===== src/rtl/csa_result_accumulator_if.sv =====
// Carry-save product input and accumulated-result output bundle for csa_result_accumulator.
interface csa_result_accumulator_if #(
    parameter int unsigned N  = 4,
    parameter int unsigned AW = 16
);
    localparam int unsigned PW = 2 * N;

    logic          in_valid;
    logic          in_ready;
    logic [PW-1:0] z0;
    logic [PW-1:0] z1;
    logic          in_last;
    logic          out_valid;
    logic          out_ready;
    logic [AW-1:0] out_data;
    logic [7:0]    out_count;
    logic          out_ovf;

    // Producer of beats and consumer of results
    modport master (
        output in_valid, z0, z1, in_last, out_ready,
        input  in_ready, out_valid, out_data, out_count, out_ovf
    );

    // The accumulator itself
    modport slave (
        input  in_valid, z0, z1, in_last, out_ready,
        output in_ready, out_valid, out_data, out_count, out_ovf
    );
endinterface


===== src/rtl/csa_result_accumulator.sv =====
// Resolves carry-save product pairs from the Dadda tree, sign-corrects them,
// and accumulates one signed sum per packet delimited by in_last.
// Optional build macro CSA_ACC_SAT_EN: clamp the accumulator on signed
// overflow instead of wrapping; out_ovf behaves the same either way.
module csa_result_accumulator #(
    parameter int unsigned N    = 4,
    parameter int unsigned AW   = 16,
    parameter int unsigned CORR = 1 << (N - 1)
) (
    input  logic                  clk,
    input  logic                  rst,
    csa_result_accumulator_if.slave bus
);
    localparam int unsigned PW = 2 * N;
    localparam int unsigned CW = 8;

    typedef enum logic [1:0] {
        S_ACC   = 2'd0,
        S_DRAIN = 2'd1,
        S_OUT   = 2'd2
    } state_t;

    state_t        state;
    state_t        state_nxt;
    logic          in_ready_q;
    logic          out_valid_q;

    logic          s1_valid;
    logic          s1_last;
    logic [PW-1:0] s1_p;

    logic [AW-1:0] acc;
    logic [CW-1:0] cnt;
    logic          ovf;

    logic          accept_c;
    logic          hs_c;
    logic [AW-1:0] p_ext_c;
    logic [AW-1:0] sum_c;
    logic          ovf_c;
    logic [AW-1:0] acc_nxt_c;

    assign accept_c = bus.in_valid & in_ready_q;
    assign hs_c     = out_valid_q & bus.out_ready;

    // Sign-extend the resolved product and detect signed overflow of the add
    assign p_ext_c = AW'($signed(s1_p));
    assign sum_c   = acc + p_ext_c;
    assign ovf_c   = (acc[AW-1] == p_ext_c[AW-1]) && (sum_c[AW-1] != acc[AW-1]);

`ifdef CSA_ACC_SAT_EN
    localparam logic [AW-1:0] SMAX = {1'b0, {(AW-1){1'b1}}};
    localparam logic [AW-1:0] SMIN = {1'b1, {(AW-1){1'b0}}};

    // Clamp toward the sign of the operands when the add overflows
    assign acc_nxt_c = ovf_c ? (acc[AW-1] ? SMIN : SMAX) : sum_c;
`else
    // Plain modulo-2^AW wrap
    assign acc_nxt_c = sum_c;
`endif

    // State register with registered ready/valid decodes of the next state
    always_ff @(posedge clk) begin
        if (rst) begin
            state       <= S_ACC;
            in_ready_q  <= 1'b1;
            out_valid_q <= 1'b0;
        end else begin
            state       <= state_nxt;
            in_ready_q  <= (state_nxt == S_ACC);
            out_valid_q <= (state_nxt == S_OUT);
        end
    end

    // Next-state logic: accept beats, drain the last product, hold the result
    always_comb begin
        state_nxt = state;
        case (state)
            S_ACC: begin
                if (accept_c && bus.in_last) begin
                    state_nxt = S_DRAIN;
                end
            end
            S_DRAIN: begin
                if (s1_valid && s1_last) begin
                    state_nxt = S_OUT;
                end
            end
            S_OUT: begin
                if (bus.out_ready) begin
                    state_nxt = S_ACC;
                end
            end
            default: state_nxt = S_ACC;
        endcase
    end

    // Stage 1: resolve the carry-save pair into a corrected binary product
    always_ff @(posedge clk) begin
        if (rst) begin
            s1_valid <= 1'b0;
            s1_last  <= 1'b0;
            s1_p     <= '0;
        end else begin
            s1_valid <= accept_c;
            if (accept_c) begin
                s1_p    <= bus.z0 + bus.z1 + PW'(CORR);
                s1_last <= bus.in_last;
            end
        end
    end

    // Stage 2: accumulate, count beats, track sticky overflow; clear on result handoff
    always_ff @(posedge clk) begin
        if (rst) begin
            acc <= '0;
            cnt <= '0;
            ovf <= 1'b0;
        end else if (hs_c) begin
            acc <= '0;
            cnt <= '0;
            ovf <= 1'b0;
        end else if (s1_valid) begin
            acc <= acc_nxt_c;
            ovf <= ovf | ovf_c;
            if (cnt != {CW{1'b1}}) begin
                cnt <= cnt + CW'(1);
            end
        end
    end

    assign bus.in_ready  = in_ready_q;
    assign bus.out_valid = out_valid_q;
    assign bus.out_data  = acc;
    assign bus.out_count = cnt;
    assign bus.out_ovf   = ovf;

endmodule


===== src/flat_wrapper.sv =====
// flat-port wrapper written by rule: the top's interface ports become plain ports
module csa_result_accumulator_flat 
#(
    parameter int unsigned N    = 4,
    parameter int unsigned AW   = 16,
    parameter int unsigned CORR = 1 << (N - 1)
)
  (clk, rst, bus_in_valid, bus_z0, bus_z1, bus_in_last, bus_out_ready, bus_in_ready, bus_out_valid, bus_out_data, bus_out_count, bus_out_ovf);
  csa_result_accumulator_if #(.N(N), .AW(AW)) bus_i ();
  input  logic clk;
  input  logic rst;
  input wire logic [$bits(bus_i.in_valid)-1:0] bus_in_valid;
  input wire logic [$bits(bus_i.z0)-1:0] bus_z0;
  input wire logic [$bits(bus_i.z1)-1:0] bus_z1;
  input wire logic [$bits(bus_i.in_last)-1:0] bus_in_last;
  input wire logic [$bits(bus_i.out_ready)-1:0] bus_out_ready;
  output wire logic [$bits(bus_i.in_ready)-1:0] bus_in_ready;
  output wire logic [$bits(bus_i.out_valid)-1:0] bus_out_valid;
  output wire logic [$bits(bus_i.out_data)-1:0] bus_out_data;
  output wire logic [$bits(bus_i.out_count)-1:0] bus_out_count;
  output wire logic [$bits(bus_i.out_ovf)-1:0] bus_out_ovf;
  assign bus_i.in_valid = bus_in_valid;
  assign bus_i.z0 = bus_z0;
  assign bus_i.z1 = bus_z1;
  assign bus_i.in_last = bus_in_last;
  assign bus_i.out_ready = bus_out_ready;
  assign bus_in_ready = bus_i.in_ready;
  assign bus_out_valid = bus_i.out_valid;
  assign bus_out_data = bus_i.out_data;
  assign bus_out_count = bus_i.out_count;
  assign bus_out_ovf = bus_i.out_ovf;
  csa_result_accumulator #(.N(N), .AW(AW), .CORR(CORR)) u_core (.clk(clk), .rst(rst), .bus(bus_i));
endmodule

===== config.mk =====
export PLATFORM = sky130hd
export DESIGN_NAME = csa_result_accumulator_flat
export DESIGN_NICKNAME = d
export VERILOG_FILES = /design/src/rtl/csa_result_accumulator_if.sv /design/src/rtl/csa_result_accumulator.sv /design/src/flat_wrapper.sv
export SDC_FILE = /design/constraint.sdc
export NUM_CORES = 1
export LEC_CHECK = 0
export CORE_MARGIN = 2
export CORE_UTILIZATION = 47
export DETAILED_ROUTE_END_ITERATION = 7
export GPL_ROUTABILITY_DRIVEN = 1
export PLACE_DENSITY = 0.79
export SLEW_MARGIN = 20
export SYNTH_ARGS = -nofsm -noshare
export SYNTH_HDL_FRONTEND = slang
export SYNTH_SLANG_ARGS = --single-unit

===== constraint.sdc =====
create_clock -name clk -period 1.9 [get_ports clk]
set_clock_uncertainty 0.15 [all_clocks]
set_input_delay 0.285 -clock clk [delete_from_list [all_inputs] [get_ports clk]]
set_output_delay 0.285 -clock clk [all_outputs]
set_load 0.02 [all_outputs]

==> run summary <==
diode count: 0
I/O Buffers: 47
dpl ws: -0.6949 ns
CP arrival: 2.16 ns
P_leak: 0.001673 uW
grt ovf: 0
post-synth net total: 354
antenna-violating nets left: 0
count leader, synth: dfxtp_1
fin nets: 465
cell mode on critical path: buf_4
clock root cell: clkbuf_8
Final min period: 2.091 ns
synth unique cells: 49
hold_ws: 0.2327 ns
Filler Cells Inserted: 305
initial DRC count: 202
CTS tree: built
final worst-path cycle share: 110.1%
CORE AREA: 5140 um^2
dpl hpwl: 4801 um
Highest Clock Rate: 478.1 MHz
Synth area leaders: dfxtp_1, ha_1, a21oi_1
Post-synth EDFFs: 0
Total Power: 2433 uW
Post-synth top cells: dfxtp_1, a21oi_1, ha_1, nor2_1, nand2_1
YS warnings: 0
worst skew pair latency: 0.31 ns
final worst slack: -0.1915 ns
Mapped Area: 2524 um^2
Max Slew Vio Count: 0
slew at the pin closest to its max-slew limit: 0.5169 ns
Die W: 77.28 um
Setup-failing EPs final: 14
sequential share of the synthesized area: 30.94%
violated checks: negative setup slack
DR pass1 iterations: 5
vias in the first global route: 2,781
row count: 26
RSZ-0062 raised after global routing: true
Mean Syn Cell Area: 8.357 um^2
PD cells: 579.8 nW/um^2
fraction of layout cells with a size suffix above 1: 41.30%
slowest stage delay, CP: 0.35 ns
run status: finished with violations
number of maximum-capacitance violations: 0
asr flop ratio synth: 0%
WP data required: 1.97 ns
clk slew on worst S/H paths: 0.08 ns
largest net degree at the start of global routing: 20
die height: 77.28 um
final hold viol count: 0
Hold Path Class: primary input to flop
Yosys top cell by area: dfxtp_1
Crit-path slowest cell: dfxtp_4
Slew headroom: 65.17%
peak supply drop: 0.3994 mV
Most used DFF post-synth: dfxtp_1
I/O Pins: 48
antenna violations before repair: 0
P&R area growth vs syn: 66.29%
Synth top area share: 30.94%
first-pass GRT wire length: 13,080 um
placer congestion estimate: 0.9820
Vias/cell: 5.983
Clock Tree Buf Depth: 2
Crit. End Element: flop
# DRC: 0
crit-path max FO: 4
routed wire length per instance: 18.95 um
CP startpoint kind: flop
CP cell instances: ha_4, buf_4, a211oi_4, nor3_4, o211ai_1, buf_4, and3_4, a21oi_1, o21ai_1
kind of critical path: flop to flop
cells after synthesis: 302
#FFs+latches synth: 39
Vias: 2,896
number of buffers created by CTS: 5
Routed WL: 9171 um
GRT Util Overall: 27.32%
die area: 5971 um^2
clk sink count: 39
Crit path max-delay family: compound AO/OA/AOI/OAI gates
CP Buf/Inv Count: 2
Starting Density: 49.10%
H-tree depth: 2
-- worst register-to-register path, cell delays in order, from the launching register on --
cell and delay [ns]:
dfxtp_4 0.35, ha_4 0.16, buf_4 0.14, a211oi_4 0.30
nor3_4 0.10, o211ai_1 0.17, buf_4 0.17, and3_4 0.17
a21oi_1 0.08, o21ai_1 0.20
-- cells by family after synthesis --
logic type	count (synthesis)	synth area share, %
and+or+nand+nor	103	20.63
xor gates and xnor gates	14	4.859
buffers and inverters	24	3.570
DFF	39	30.94
adders and majority gates	31	15.96
AOI/OAI and AO/OA	82	20.48
muxes	9	3.570
-- worst paths after layout --
check / cells past startpoint / to / slack (ns) / startpoint
setup / recovery: 9 / u_core.bus.out_ovf / -0.19 / u_core.bus.out_data[0]
hold / removal: 4 / u_core.s1_p[0] / 0.23 / bus_z0[0]
setup reg to reg: 9 / u_core.bus.out_ovf / -0.19 / u_core.bus.out_data[0]
hold reg to reg: 1 / u_core.state[0] / 0.32 / u_core.state[1]
-- layout by cell type, fill, tap and decap left out, types with 3 or more instances in the layout --
cell type / n
buf_4: 61
clkdlybuf4s50_1: 35
nor2_1: 27
dfxtp_1: 25
nand2_1: 23
ha_4: 22
a21oi_1: 19
nand3_1: 12
inv_1: 9
nor3_1: 9
mux2i_1: 9
dfxtp_2: 9
xnor2_1: 7
a21oi_2: 7
o21ai_2: 7
buf_6: 7
a21o_1: 6
o21ai_1: 6
ha_1: 6
clkbuf_8: 6
xor2_1: 5
dfxtp_4: 5
inv_2: 4
a211oi_1: 4
o21ai_0: 4
a21oi_4: 4
o211ai_1: 4
o21a_1: 3
nand4b_1: 3
a211oi_2: 3
clkbuf_2: 3
buf_2: 3
dlygate4sd2_1: 3
-- sequential cells by signal, summed over array words and instances (netlist names) --
register,flops
u_core.s1_p,8
u_core.s1_last,1
u_core.s1_valid,1
u_core.bus.out_valid,1
u_core.state,2
u_core.bus.out_ovf,1
u_core.bus.out_data,16
u_core.bus.out_count,8
u_core.bus.in_ready,1
-- report_power, final --
part / switching (uW) / leakage, uW / internal (uW) / total, uW
combinational: 447 / 0.00130 / 468 / 915
clock: 308 / 0.0000482 / 293 / 601
sequential: 52.7 / 0.000325 / 864 / 917
total: 808 / 0.00167 / 1630 / 2430
-- layout make-up --
type                            count  area, um^2  area share [%]
Timing Repair Buffer              114       975.9           23.26
Clock buffer                        7       86.33           2.057
Multi-Input combinational cell    239        2176           51.85
Inverter                           14       55.05           1.312
Tap cell                           70       87.58           2.087
Sequential cell                    39       810.8           19.32
Clock inverter                      1       5.005          0.1193
-- per-stage QoR --
stage | cell area [um^2] | util [%] | TNS [ns] | instances
2_1_floorplan | 2625 | - | -0.2570 | 302
3_3_place_gp | 3533 | 68.74 | -3.312 | 459
3_5_place_dp | 3533 | 68.74 | -4.046 | 459
4_1_cts | 4014 | 78.09 | -0.4384 | 477
5_1_grt | 4197 | 81.65 | -2.369 | 484
6_report | 4197 | 81.65 | -1.585 | 484
-- repair_timing --
item                                    CTS  global route
gates resized for setup                  77            44
hold buffers                              0             0
buffers inserted                         10             7
endpoints found under the setup margin   16            19
pin swaps                                46            30
-- layer usage --
layer | GRT usage, % | routed length [um]
met2 | 50.17 | 4679
met4 | 11.25 | 407
met5 | 0 | 0
met3 | 6.118 | 607
met1 | 30.04 | 3476
Power figures use the tool's default switching activity.
==> edit 1: new RTL, config.mk and constraints unchanged <==
`N` is set to 4 in 3 places; all go to 3.
--- a/src/rtl/csa_result_accumulator_if.sv
+++ b/src/rtl/csa_result_accumulator_if.sv
@@ -1,6 +1,6 @@
 // Carry-save product input and accumulated-result output bundle for csa_result_accumulator.
 interface csa_result_accumulator_if #(
-    parameter int unsigned N  = 4,
+    parameter int unsigned N  = 3,
     parameter int unsigned AW = 16
 );
     localparam int unsigned PW = 2 * N;
--- a/src/rtl/csa_result_accumulator.sv
+++ b/src/rtl/csa_result_accumulator.sv
@@ -3,7 +3,7 @@
 // Optional build macro CSA_ACC_SAT_EN: clamp the accumulator on signed
 // overflow instead of wrapping; out_ovf behaves the same either way.
 module csa_result_accumulator #(
-    parameter int unsigned N    = 4,
+    parameter int unsigned N    = 3,
     parameter int unsigned AW   = 16,
     parameter int unsigned CORR = 1 << (N - 1)
 ) (
--- a/src/flat_wrapper.sv
+++ b/src/flat_wrapper.sv
@@ -1,7 +1,7 @@
 // flat-port wrapper written by rule: the top's interface ports become plain ports
 module csa_result_accumulator_flat 
 #(
-    parameter int unsigned N    = 4,
+    parameter int unsigned N    = 3,
     parameter int unsigned AW   = 16,
     parameter int unsigned CORR = 1 << (N - 1)
 )
Interface: changed (resized bus_z0 and bus_z1); port bits go from 48 to 44. No check against the original RTL was run, so the function may have changed too.
==> edit 1 against the original RTL <==
Clock power rose by 10%; wire length decreased by 19%; sequential cell count shrank 2; the flow still finishes with violations (negative setup slack); largest power group unchanged; utilization down 0.056 points; critical endpoint is now u_core.bus.out_data[14]; synthesized cell count is 8.9% lower; worst setup slack got worse by 0.072 ns; design area down 8.2%; synthesized area down 9.3%; power fell by 4.2%.
==> edit 1: results (changes against the original RTL) <==
Cells and area
The share of final-layout standard cells stronger than drive strength 1 came to 37.4% (-3.9 points). The final-stage net count is 417 (-10%).

Clocking
The number of instances resized during post-cts repair is 43 (-44%). The number of buffers inserted to repair setup after CTS is 6 (-4).

Yosys
The complex-gate fraction of the synthesized area is 21.7% (+1.2 points). The adder and majority gate portion of the synthesized area is 15.4% (-0.55 points). The synthesized area divided by synthesized cell count came to 8.32 um2 (-0.42%). The synthesized netlist net count is 319 (-9.9%). Sorting the synthesized cells by area gives the leading types as sky130_fd_sc_hd__dfxtp_1 32%, sky130_fd_sc_hd__ha_1 14%, sky130_fd_sc_hd__a21oi_1 5.7%. The distinct cell type count after synthesis is 42 (-14%). The share of flip-flops with an asynchronous set or reset was 0% (unchanged). The multiplexer area fraction after synthesis is 2.19% (-1.4 points). The sequential share of the synthesized area came to 32.4% (+1.4 points). The commonest cells after synthesis are 37 x sky130_fd_sc_hd__dfxtp_1, 30 x sky130_fd_sc_hd__nor2_1, 29 x sky130_fd_sc_hd__nand2_1. The XOR/XNOR share of the synthesized area came to 6.51% (+1.6 points).

Pwr
The power in sequential cells is 0.000870 W (-5.1%). The power attributed to combinational cells is 0.000800 W (-13%). The maximum VDD drop is 395 uV (-1.1%). The sequential share of power came to 37.3% (-0.4 points). The leakage power total was 1.52 nW (-8.9%).

The internal power is 0.00158 W (-2.5%).

Placed design
The cell area after placement is 3320 um2 (-6.1%). The post-detailed-placement half-perimeter wirelength was 4.40 mm (-8.3%). The weighted congestion reported at the end of routability-driven placement is 0.861 (-12%). The count of buffers inserted at the top-level ports is 43 (-8.5%).

The placement-stage worst setup slack came to -0.512 ns (+0.183 ns).

Routing
The routed length on met2 is 3.84 mm (-18%). The met1 routed wirelength after detailed routing is 2.93 mm (-16%). The detailed-routed wire length on met3 was 374 um (-38%). The total length of routed wires was 7.42 mm (-19%). The detailed-route wire length per cell came to 16.8 um (-11%). The routed via count divided by cell count is 5.79 (-3.3%).

The number of DRC markers in iteration 0 was 192 (-5.0%). The iteration count of the initial detailed-routing pass came to 4 (-1).

Worst setup path
The worst stage delay on the critical path is 0.38 ns (+0.03 ns). The slowest cell on the critical path is sky130_fd_sc_hd__fa_2. The top fanout value on the critical path came to 4 (unchanged). The data arrival time at the worst-slack endpoint is 2.26 ns (+0.10 ns).

Global route
The total track usage is 25.8% (-1.5 points). The wire length of the first global-routing pass is 10.9 mm (-17%). The maximum number of pins on one net before global-route repair is 18 (-10%).

The number of global-route vias before repair came to 2411 (-13%).

Run status
The flow ran to the end, but the final reports show violations. The checks that failed: negative setup slack.

STA
The worst slew slack as a fraction of its limit was 64.0% (-1.2 points). The aggregate negative setup slack is -1.93 ns (-0.344 ns). The final count of negative-setup-slack endpoints is 12 (-2). The smallest setup slack after layout is -0.264 ns (-0.0721 ns).

Min path
The worst hold path belongs to the class flip-flop to flip-flop.
edit 1: path summary, 6_finish.rpt:
check / from / endpoint / slack (ns) / cells past startpoint
max: u_core.bus.out_data[0] / u_core.bus.out_data[14] / -0.26 / 8
max reg2reg: u_core.bus.out_data[0] / u_core.bus.out_data[14] / -0.26 / 8
min reg2reg: u_core.s1_last / u_core.s1_last / 0.32 / 2
min: u_core.s1_last / u_core.s1_last / 0.32 / 2
edit 1: layer usage:
layer,GRT usage (%),vias up
met1,31.1,1212
met2,45.4,100
met5,0,-
met3,4.66,39
li1,-,1201
met4,9.49,0
edit 1: final cells by class:
type,instances,area (um2)
Clock buffer,6,93.8
Clock inverter,2,16.3
Fill cell,266,870
Inverter,5,18.8
Multi-Input combinational cell,224,1960
Sequential cell,37,764
Tap cell,67,83.8
Timing Repair Buffer,100,913
==> edit 2: new RTL, same flow settings <==
Made on the original files. Encoding of `state_t`: now one-hot (3 bits for 3 states).
--- a/src/rtl/csa_result_accumulator.sv
+++ b/src/rtl/csa_result_accumulator.sv
@@ -14,10 +14,10 @@
     localparam int unsigned PW = 2 * N;
     localparam int unsigned CW = 8;
 
-    typedef enum logic [1:0] {
-        S_ACC   = 2'd0,
-        S_DRAIN = 2'd1,
-        S_OUT   = 2'd2
+    typedef enum logic [2:0] {
+        S_ACC   = 3'b001,
+        S_DRAIN = 3'b010,
+        S_OUT   = 3'b100
     } state_t;
 
     state_t        state;
Check against the original RTL: no difference found for any inputs over 10 cycles, from zero or initial values and one cycle with rst high; not proved beyond that.
==> edit 2 against the original RTL <==
The flow still finishes with violations (negative setup slack); synthesized area rose by 0.84%; power rose by 3.2%; worst setup slack got worse by 0.26 ns; count of clock-buffer cells in the layout did not move; maximum frequency fell by 11%; sequential cell count rose by 1; wire length fell by 1.9%; design area rose by 3.1%; largest cell class unchanged; highest routed layer unchanged.
==> edit 2: results (changes against the original RTL) <==
Clocking
The number of instances resized during post-cts repair is 84 (+9.1%).

Global route
The maximum number of pins on one net before global-route repair is 23 (+15%). The wire length of the first global-routing pass is 13.2 mm (+0.95%).

Yosys
The sequential share of the synthesized area was 31.5% (+0.53 points). The multiplexer area fraction after synthesis is 5.16% (+1.6 points). The distinct cell type count after synthesis is 47 (-4.1%). By area the synthesized netlist is led by sky130_fd_sc_hd__dfxtp_1 31%, sky130_fd_sc_hd__ha_1 14%, sky130_fd_sc_hd__a21oi_1 4.7%. Ranked by instance count, the synthesized netlist is headed by 40 x sky130_fd_sc_hd__dfxtp_1, 29 x sky130_fd_sc_hd__ha_1, 27 x sky130_fd_sc_hd__nor2_1. The adder and majority gate portion of the synthesized area is 15.8% (-0.13 points).

The synthesized netlist net count is 349 (-1.4%).

Routing
The met1 routed wirelength after detailed routing came to 3.44 mm (-1.0%). The number of DRC markers in iteration 0 is 201 (-0.50%). The routed via count divided by cell count is 5.80 (-3.0%). The count of vias placed by the detailed router is 2809 (-3.0%). The detailed-routed wire length on met3 came to 372 um (-39%).

STA
The final count of negative-setup-slack endpoints is 15 (+1). The worst slew slack as a fraction of its limit is 68.6% (+3.4 points). The smallest setup slack after layout is -0.450 ns (-0.258 ns).

Placed design
The weighted congestion reported at the end of routability-driven placement was 0.915 (-6.8%). The post-detailed-placement half-perimeter wirelength was 5.08 mm (+5.8%). The placement-stage worst setup slack came to -0.739 ns (-0.0442 ns).

Cells and area
The utilization of the core after routing was 83.6% (+2.0 points). The final-stage net count is 466 (+0.22%). The number of ordinary inverters in the final layout is 15 (+1). The count of buffers not belonging to the clock network in the layout came to 119 (+4.4%). From synthesis to final layout, the design area changed by 70.0%.

The fraction of standard cell area in multi-input logic came to 51.2% (-0.63 points). The area occupied by registers is 828 um2 (+2.2%). The multi-input combinational gate total is 233 (-2.5%). The buffering overhead was 24.1% (+0.83 points). The relative area of clock buffers and inverters in the final design is 2.23% (+0.050 points).

Pwr
The leakage power total is 1.72 nW (+3.1%). The net switching component of the power is 0.000801 W (-0.79%).

Worst setup path
The data arrival time at the worst-slack endpoint is 2.38 ns (+0.22 ns). The top fanout value on the critical path is 3 (-1). The slowest cell on the critical path is sky130_fd_sc_hd__fa_2. The worst setup path endpoint is u_core.bus.out_data[8].

Min path
The startpoint identified for the worst hold timing path is bus_z1[0].

Run status
The run finished, with violations left. The checks that failed: negative setup slack.
==> edit 2: cell count changes after synthesis, sizes merged, moves of 2 or more <==
cell	before	now
a21oi	30	24
and3	4	0
nand2b	1	5
a211oi	9	6
mux2i	9	12
o21ai	18	15
nand2	26	24
nand4	2	4
nor2	29	27
o22ai	2	4
or2	2	0
or3	2	4
xnor2	9	11
==> edit 2: power by group through the flow <==
stage          registers, W  clock network, W  logic (W)
6_report           0.000943          0.000619   0.000949
5_1_grt            0.000947          0.000647    0.00101
4_1_cts            0.000938          0.000624   0.000854
3_5_place_dp       0.000964                 0   0.000698
3_3_place_gp       0.000962                 0   0.000672
2_1_floorplan      0.000982                 0   0.000381
==> edit 2: per-layer routing <==
layer,vias up,GRT usage [%]
li1,1298,-
met1,1373,30.1
met2,104,53.5
met3,34,4.30
met4,0,9.29
met5,-,0
